$ cat src/rtl/vga_timings_gen.sv
// Free-running VGA raster timing generator with signed coordinates; blanking maps to negative sx/sy.
// Define VGA_TIMINGS_POS_SYNC_EN for active-high hsync/vsync (default active-low).
module vga_timings_gen #(
  parameter int CORDW  = 16,
  parameter int H_RES  = 640,
  parameter int H_FP   = 16,
  parameter int H_SYNC = 96,
  parameter int H_BP   = 48,
  parameter int V_RES  = 480,
  parameter int V_FP   = 10,
  parameter int V_SYNC = 2,
  parameter int V_BP   = 33
) (
  input  logic                    clk_pix,
  input  logic                    rst,
  output logic signed [CORDW-1:0] sx,
  output logic signed [CORDW-1:0] sy,
  output logic                    hsync,
  output logic                    vsync,
  output logic                    de,
  output logic                    frame,
  output logic                    line
);

  localparam logic signed [CORDW-1:0] H_STA  = CORDW'(-(H_FP + H_SYNC + H_BP));
  localparam logic signed [CORDW-1:0] HS_STA = CORDW'(-(H_SYNC + H_BP));
  localparam logic signed [CORDW-1:0] HS_END = CORDW'(-H_BP);
  localparam logic signed [CORDW-1:0] HA_END = CORDW'(H_RES - 1);
  localparam logic signed [CORDW-1:0] V_STA  = CORDW'(-(V_FP + V_SYNC + V_BP));
  localparam logic signed [CORDW-1:0] VS_STA = CORDW'(-(V_SYNC + V_BP));
  localparam logic signed [CORDW-1:0] VS_END = CORDW'(-V_BP);
  localparam logic signed [CORDW-1:0] VA_END = CORDW'(V_RES - 1);

`ifdef VGA_TIMINGS_POS_SYNC_EN
  localparam logic SYNC_ACT = 1'b1;
`else
  localparam logic SYNC_ACT = 1'b0;
`endif

  logic signed [CORDW-1:0] x, y;
  logic                    hs_win, vs_win;

  always_ff @(posedge clk_pix or posedge rst) begin
    if (rst) begin
      x <= H_STA;
      y <= V_STA;
    end else if (x == HA_END) begin
      x <= H_STA;
      y <= (y == VA_END) ? V_STA : y + 1'b1;
    end else begin
      x <= x + 1'b1;
    end
  end

  assign hs_win = (x > HS_STA) && (x <= HS_END);
  assign vs_win = (y > VS_STA) && (y <= VS_END);

  // Every output is registered from x/y so all share the same one-cycle latency.
  always_ff @(posedge clk_pix or posedge rst) begin
    if (rst) begin
      sx    <= H_STA;
      sy    <= V_STA;
      hsync <= ~SYNC_ACT;
      vsync <= ~SYNC_ACT;
      de    <= 1'b0;
      frame <= 1'b0;
      line  <= 1'b0;
    end else begin
      sx    <= x;
      sy    <= y;
      hsync <= hs_win ? SYNC_ACT : ~SYNC_ACT;
      vsync <= vs_win ? SYNC_ACT : ~SYNC_ACT;
      de    <= ~x[CORDW-1] && ~y[CORDW-1];
      frame <= (x == H_STA) && (y == V_STA);
      line  <= (x == H_STA);
    end
  end

endmodule

$ cat config.mk
export PLATFORM = sky130hd
export DESIGN_NAME = vga_timings_gen
export DESIGN_NICKNAME = d
export VERILOG_FILES = /design/src/rtl/vga_timings_gen.sv
export SDC_FILE = /design/constraint.sdc
export NUM_CORES = 1
export LEC_CHECK = 0
export BUFFER_PORTS_ARGS = -buffer_cell sky130_fd_sc_hd__buf_4
export CAP_MARGIN = 20
export CORE_AREA = 2 2 89 91
export DETAILED_ROUTE_END_ITERATION = 6
export DIE_AREA = 0 0 91 93
export SYNTH_ARGS = -nofsm -noshare
export SYNTH_HDL_FRONTEND = slang
export SYNTH_SLANG_ARGS = --single-unit
$ cat constraint.sdc
create_clock -name clk_pix -period 3 [get_ports clk_pix]
set_clock_uncertainty 0.05 [all_clocks]
set_input_delay 0.6 -clock clk_pix [delete_from_list [all_inputs] [get_ports clk_pix]]
set_output_delay 0.6 -clock clk_pix [all_outputs]
set_load 0.01 [all_outputs]
After elaboration in Yosys (flattened, before gate mapping) --
Cells that the tools add are included.
Storage, ports and cells: flip-flop bits (word level) 69, bits of input ports 2, output and inout port bits 37, word-level logic and storage cells 29
Operators by class: add/sub/neg operators 2, $lt $le $gt $ge 4, equality and inequality tests 4, multiplexer cells 4, bitwise operators 2, reduce and logical (&&, ||, !) cells 4
Operators with widths (count):
- 16-bit by 1-bit adder with 16-bit output, second input constant | 2
- 16-bit by 7-bit less-or-equal comparator with 1-bit output, second input constant | 2
- 16-bit two-way mux | 2
- 16-bit by 10-bit equality test with 1-bit output, second input constant | 1
- 16-bit by 11-bit equality test with 1-bit output, second input constant | 1
- 16-bit by 7-bit equality test with 1-bit output, second input constant | 1
- 16-bit by 9-bit equality test with 1-bit output, second input constant | 1
- 16-bit by 7-bit greater-than comparator with 1-bit output, second input constant | 1
- 16-bit by 9-bit greater-than comparator with 1-bit output, second input constant | 1
- 1-bit logical AND | 4
- 1-bit two-way mux | 2
- 1-bit inverter | 2

Logic depth before layout (Yosys ltp) --
Gate-level depths: netlist (run 1).
depth after elaboration 3, gate-level depth with buffers 7, depth with buffers taken out 6

Worst setup path before layout (run 1) --
OpenSTA, ideal clock, no wires.
path type reg-to-reg, start point reg x[9], end point reg y[11], library setup time 86 ps, data arrival time 2101 ps, required time 2864 ps, slack 762 ps, stages on the path, launching flop included 7, buffers on the path 2, period minus slack after synthesis 2238 ps, cells stage by stage dfstp_2 or4b_1 or4_1 clkbuf_1 buf_2 o31ai_1 o21ai_1
Between the ends: cells in the longest elaborated chain, start to end 1
Ends and longest elaborated chain:
- start: declaration | RTL line 40 | logic signed [CORDW-1:0] x, y;
- start signal: assignment | RTL line 51 | x <= x + 1'b1;
- 16-bit by 11-bit equality test with 1-bit output | RTL line 47 | end else if (x == HA_END) begin
- end signal: assignment | RTL line 49 | y <= (y == VA_END) ? V_STA : y + 1'b1;
- end: declaration | RTL line 40
Every way passes these cells. A chain may end at the register's enable or synchronous reset.

Worst setup path in the final report (run 1) --
start point reg x[9], end point reg y[3]
Same word-level chain as after synthesis.

==> results.json, run 1 <==
{
  "post_cts_resized": 0,
  "crit_path_start_kind": "register",
  "timing.final.max_slew_violations": 0,
  "grt_pass1_vias": 1789,
  "crit_fanout": 13,
  "leakage_uw": 0.00144,
  "crit_required_ns": 3.21,
  "period_minus_slack_ns": 2.52,
  "drt_pass1_iterations": 4,
  "synthCells": 230,
  "rsz0062_at_grt": "no",
  "status": "finished clean",
  "yosysUniqueCellTypes": 47,
  "dieArea_um2": 8460,
  "worst_pin_slew_ns": 0.444,
  "globalplace.congestion": 0.830,
  "drive_gt1_share_pct": 39.7,
  "multiInputGateArea_um2": 948,
  "syn_to_final_growth_pct": 21.5,
  "period_share_pct": 84.1,
  "ant_nets": 0,
  "ys_ff_latch": 69,
  "vdd_ir_drop_max_v": 0.000195,
  "core.rowCount": 32,
  "slew_headroom_pct": 70.1,
  "ys_seq_area_share_pct": 63.9,
  "cts_root_buf": "clkbuf_8",
  "fillers": 717,
  "die_w_um": 91,
  "die_y_um": 93,
  "post-cts-setup-buffer-count": 0,
  "syn_avg_cell_area_um2": 12.1,
  "initial_utilization_pct": 37.1,
  "arrival_ns": 2.73,
  "io_pins": 39,
  "end_kind": "register",
  "via_per_inst": 5.01,
  "drt-initial-drc-count": 169,
  "synthArstFlopShare_pct": 100,
  "fmax_mhz": 396,
  "path_clk_slew_ns": 0.07,
  "hp-class": "in2async",
  "synthTopCellsByArea": "dfstp_2, dfrtp_1, xnor2_1",
  "clk_latency_ns": 0.34,
  "grt_max_degree": 27,
  "cts.hold.buffers_added": 0,
  "rrSetupSlack_ns": 0.48,
  "drc": 0,
  "netlist.area_leader.share_pct": 45.1,
  "drv_cap": 0,
  "clock_sinks": 69,
  "cts_tree": "built",
  "grt_first_pass_wirelength_um": 9200,
  "hold_viol_final": 0,
  "final_nets": 284,
  "port_buffers": 38,
  "crit_type": "reg2reg",
  "synthTopCellsByCount": "dfstp_2, dfrtp_1, nand2_1, nand4_1, xnor2_1",
  "antenna_found_initial": 0,
  "setup_viol": 0,
  "grt_overflow_total": 0,
  "pwr_density_cell_nw_per_um2": 477,
  "vias": 1922,
  "hold_ws_ns": 0.209,
  "htreeDepth": 3,
  "wl_um": 5330,
  "synth_edf_count": 0,
  "final_util_pct": 45.1,
  "track_usage_pct": 14.0,
  "dp_hpwl_um": 3680,
  "syn_area_um2": 2790,
  "syn_nets": 237,
  "synth.most_common_cell": "dfstp_2",
  "routedWlPerCell_um": 13.9,
  "cts_buffers": 9,
  "tns_ns": 0,
  "yosysTopAreaCell": "dfstp_2",
  "yosys_most_used_dff": "dfstp_2",
  "core_um2": 7530,
  "clockBufferDepth": 2,
  "diodes": 0,
  "yosys_warnings": 0,
  "regArea_um2": 1790
}
==> worst paths after layout <==
check                           cells after the start  endpoint   from
worst max-delay path                                4      y[3]   x[9]
worst min-delay path                                2     sy[5]    rst
worst max register to register                      4      y[3]   x[9]
worst min register to register                      0    sy[10]  y[10]
max in group asynchronous                           3     sy[1]    rst
min in group clk_pix                                0    sy[10]  y[10]
==> power by group <==
part | internal, uW | switching (uW)
combinational | 2.65 | 17.3
clock | 341 | 325
sequential | 934 | 0
==> cell families after synthesis <==
family	after synthesis	share of synthesized area, %
buffers and inverters	15	2.10
multiplexers	3	1.12
AO/OA/AOI/OAI	32	7.57
adder cells (fa/ha/maj)	5	2.24
AND/OR/NAND/NOR	91	18.3
XOR/XNOR	15	4.70
flip-flops	69	63.9
==> critical path, cell delays in order (launching register included) <==
cell     delay, ns
dfstp_2       0.59
or4b_1        0.49
or4_1         0.75
or3_1         0.44
mux2i_1       0.12
==> area by class of cell <==
class	count	area share (%)
multi-input cells	146	27.9
well taps	102	3.76
clock inverters	4	0.664
repair buffers	43	9.51
inverters	8	0.885
clock buffers	12	4.57
flip-flops and latches	69	52.7
==> registers in the layout, indices dropped and copies added (netlist names) <==
signal / cells
x: 16
y: 16
hsync: 1
sx: 16
line: 1
frame: 1
sy: 16
de: 1
vsync: 1
==> per-layer routing <==
metal  global-route usage [%]  up-vias  wire [um]
li1                         -      924          -
met1                     20.0      925       2550
met2                     19.3       65       2350
met3                     4.59        8        331
met4                     6.44        0         96
met5                        0        -          0
==> cells in the final DEF (no fill, tap or decap), types with 7 or more instances in the layout <==
cell type  synthesis  final
a21oi_1            8      8
buf_4              0     43
clkbuf_8           0     11
dfrtp_1           21     21
dfstp_2           48     48
inv_1              8      7
nand2_1           19     19
nand3_1           11     11
nand4_1           13     13
nor2_1            12     12
xnor2_1           13     13
==> through the flow <==
step / std cells / cell area [um^2] / total power (uW) / setup WS, ns
after floorplan: 230 / 2790 / 961 / 0.690
after global placement: 368 / 3220 / 970 / 0.535
after detailed placement: 368 / 3220 / 970 / 0.519
after CTS: 384 / 3390 / 1640 / 0.481
after global routing: 384 / 3390 / 1690 / 0.390
final: 384 / 3390 / 1620 / 0.476
Power figures use the tool's default switching activity.
==> inputs of run 2 (changes only) <==
==> constraint.sdc (replaced) <==
create_clock -name clk_pix -period 2.6 [get_ports clk_pix]
set_clock_uncertainty 0.05 [all_clocks]
set_input_delay 0.52 -clock clk_pix [delete_from_list [all_inputs] [get_ports clk_pix]]
set_output_delay 0.52 -clock clk_pix [all_outputs]
set_load 0.01 [all_outputs]
==> results.json, run 2 (synthesis results as in run 1) <==
{
  "fmax_mhz": 420,
  "wl_um": 5360,
  "dieArea_um2": 8460,
  "hold_viol_final": 0,
  "clk_latency_ns": 0.34,
  "drc": 0,
  "vdd_ir_drop_max_v": 0.000283,
  "hold_ws_ns": 0.143,
  "worst_pin_slew_ns": 0.478,
  "crit_fanout": 9,
  "fillers": 731,
  "period_minus_slack_ns": 2.38,
  "regArea_um2": 1790,
  "drt-initial-drc-count": 97,
  "finalNonFillerCells": 387,
  "r2r-start": "x[9]",
  "drt_pass1_iterations": 4,
  "antenna_found_initial": 0,
  "cts_root_buf": "clkbuf_8",
  "crit_required_ns": 2.82,
  "pwr_density_cell_nw_per_um2": 595,
  "port_buffers": 38,
  "post-cts-setup-buffer-count": 0,
  "cts_buffers": 9,
  "core.rowCount": 32,
  "vias": 1951,
  "tns_ns": 0,
  "dp_hpwl_um": 3590,
  "final_nets": 287,
  "diodes": 0,
  "place_inst": 371,
  "die_w_um": 91,
  "cts_tree": "built",
  "syn_to_final_growth_pct": 24.9,
  "path_clk_slew_ns": 0.07,
  "arrival_ns": 2.60,
  "crit_type": "reg2reg",
  "clockBufferDepth": 2,
  "post_cts_resized": 0,
  "grt_max_degree": 48,
  "worst-r2r-cell-count": 5,
  "drv_cap": 0,
  "clock_sinks": 69,
  "multiInputGateArea_um2": 948,
  "timing.critical_path.from": "x[9]",
  "via_per_inst": 5.04,
  "rsz0062_at_grt": "no",
  "core_um2": 7530,
  "mostFrequentLayoutCells": "dfstp_2, buf_4, dfrtp_1, nand2_1",
  "initial_utilization_pct": 37.1,
  "htreeDepth": 3,
  "status": "finished clean",
  "grt_pass1_vias": 1887,
  "period_share_pct": 91.7,
  "end_kind": "register",
  "setup.worst_path.end": "y[11]",
  "grt_first_pass_wirelength_um": 9290,
  "globalplace.congestion": 0.849,
  "r2r_end": "y[11]",
  "ant_nets": 0,
  "io_pins": 39,
  "grt_overflow_total": 0,
  "slew_headroom_pct": 67.9,
  "crit_path_start_kind": "register",
  "hp-class": "in2async",
  "rrSetupSlack_ns": 0.22,
  "cts.hold.buffers_added": 0,
  "die_y_um": 93,
  "setup_viol": 0,
  "mostFrequentLayoutCell": "dfstp_2",
  "routedWlPerCell_um": 13.9,
  "track_usage_pct": 14.0,
  "drive_gt1_share_pct": 40.4,
  "leakage_uw": 0.00148,
  "timing.final.max_slew_violations": 0
}
## run 2: worst min path at each step
stage | startpoint | endpoint | slack (ns) | cells past startpoint
finish | rst | sy[5] | 0.14 | 2
global route | rst | sy[5] | 0.18 | 2
CTS | rst | sy[3] | 0.16 | 2
detailed placement | y[10] | sy[10] | 0.33 | 0
global placement | y[10] | sy[10] | 0.33 | 0
floorplan | y[2] | sy[2] | 0.30 | 0
## run 2: report_power, final
| group | switching (uW) | leakage [uW] | internal [uW] | total, uW |
|---|---|---|---|---|
| logic | 19.8 | 0.000597 | 4.17 | 24.0 |
| clock network | 384 | 0.000116 | 589 | 973 |
| registers | 0 | 0.000770 | 1080 | 1080 |
| total | 403 | 0.00148 | 1670 | 2070 |
## run 2: through the flow
stage	cell area, um^2	setup WS (ns)	power [uW]	util, %
finish	3490	0.216	2070	46.3
global route	3490	0.0960	2150	46.3
CTS	3490	0.207	2100	46.3
detailed placement	3260	0.224	1120	43.4
global placement	3260	0.269	1120	43.4
floorplan	2790	0.362	1110	-
## run 2: layout make-up
class / instances / area share [%]
Timing Repair Buffer: 46 / 10.6
Clock buffer: 12 / 4.45
Inverter: 8 / 0.861
Sequential cell: 69 / 51.2
Multi-Input combinational cell: 146 / 27.2
Clock inverter: 4 / 2.01
Tap cell: 102 / 3.66
## run 2: routing by layer
layer	up-vias	GRT usage (%)	part of all wire, %
li1	932	-	-
met1	953	20.0	48
met2	57	19.4	44
met3	9	4.43	5.9
met4	0	6.69	2.2
met5	-	0	0
## run 2: critical path, cell delays in order, from the launching register on
cell and delay [ns]:
dfstp_2 0.53, or4b_1 0.48, or4_1 0.70, buf_4 0.23, o31ai_1 0.22, o21ai_1 0.09
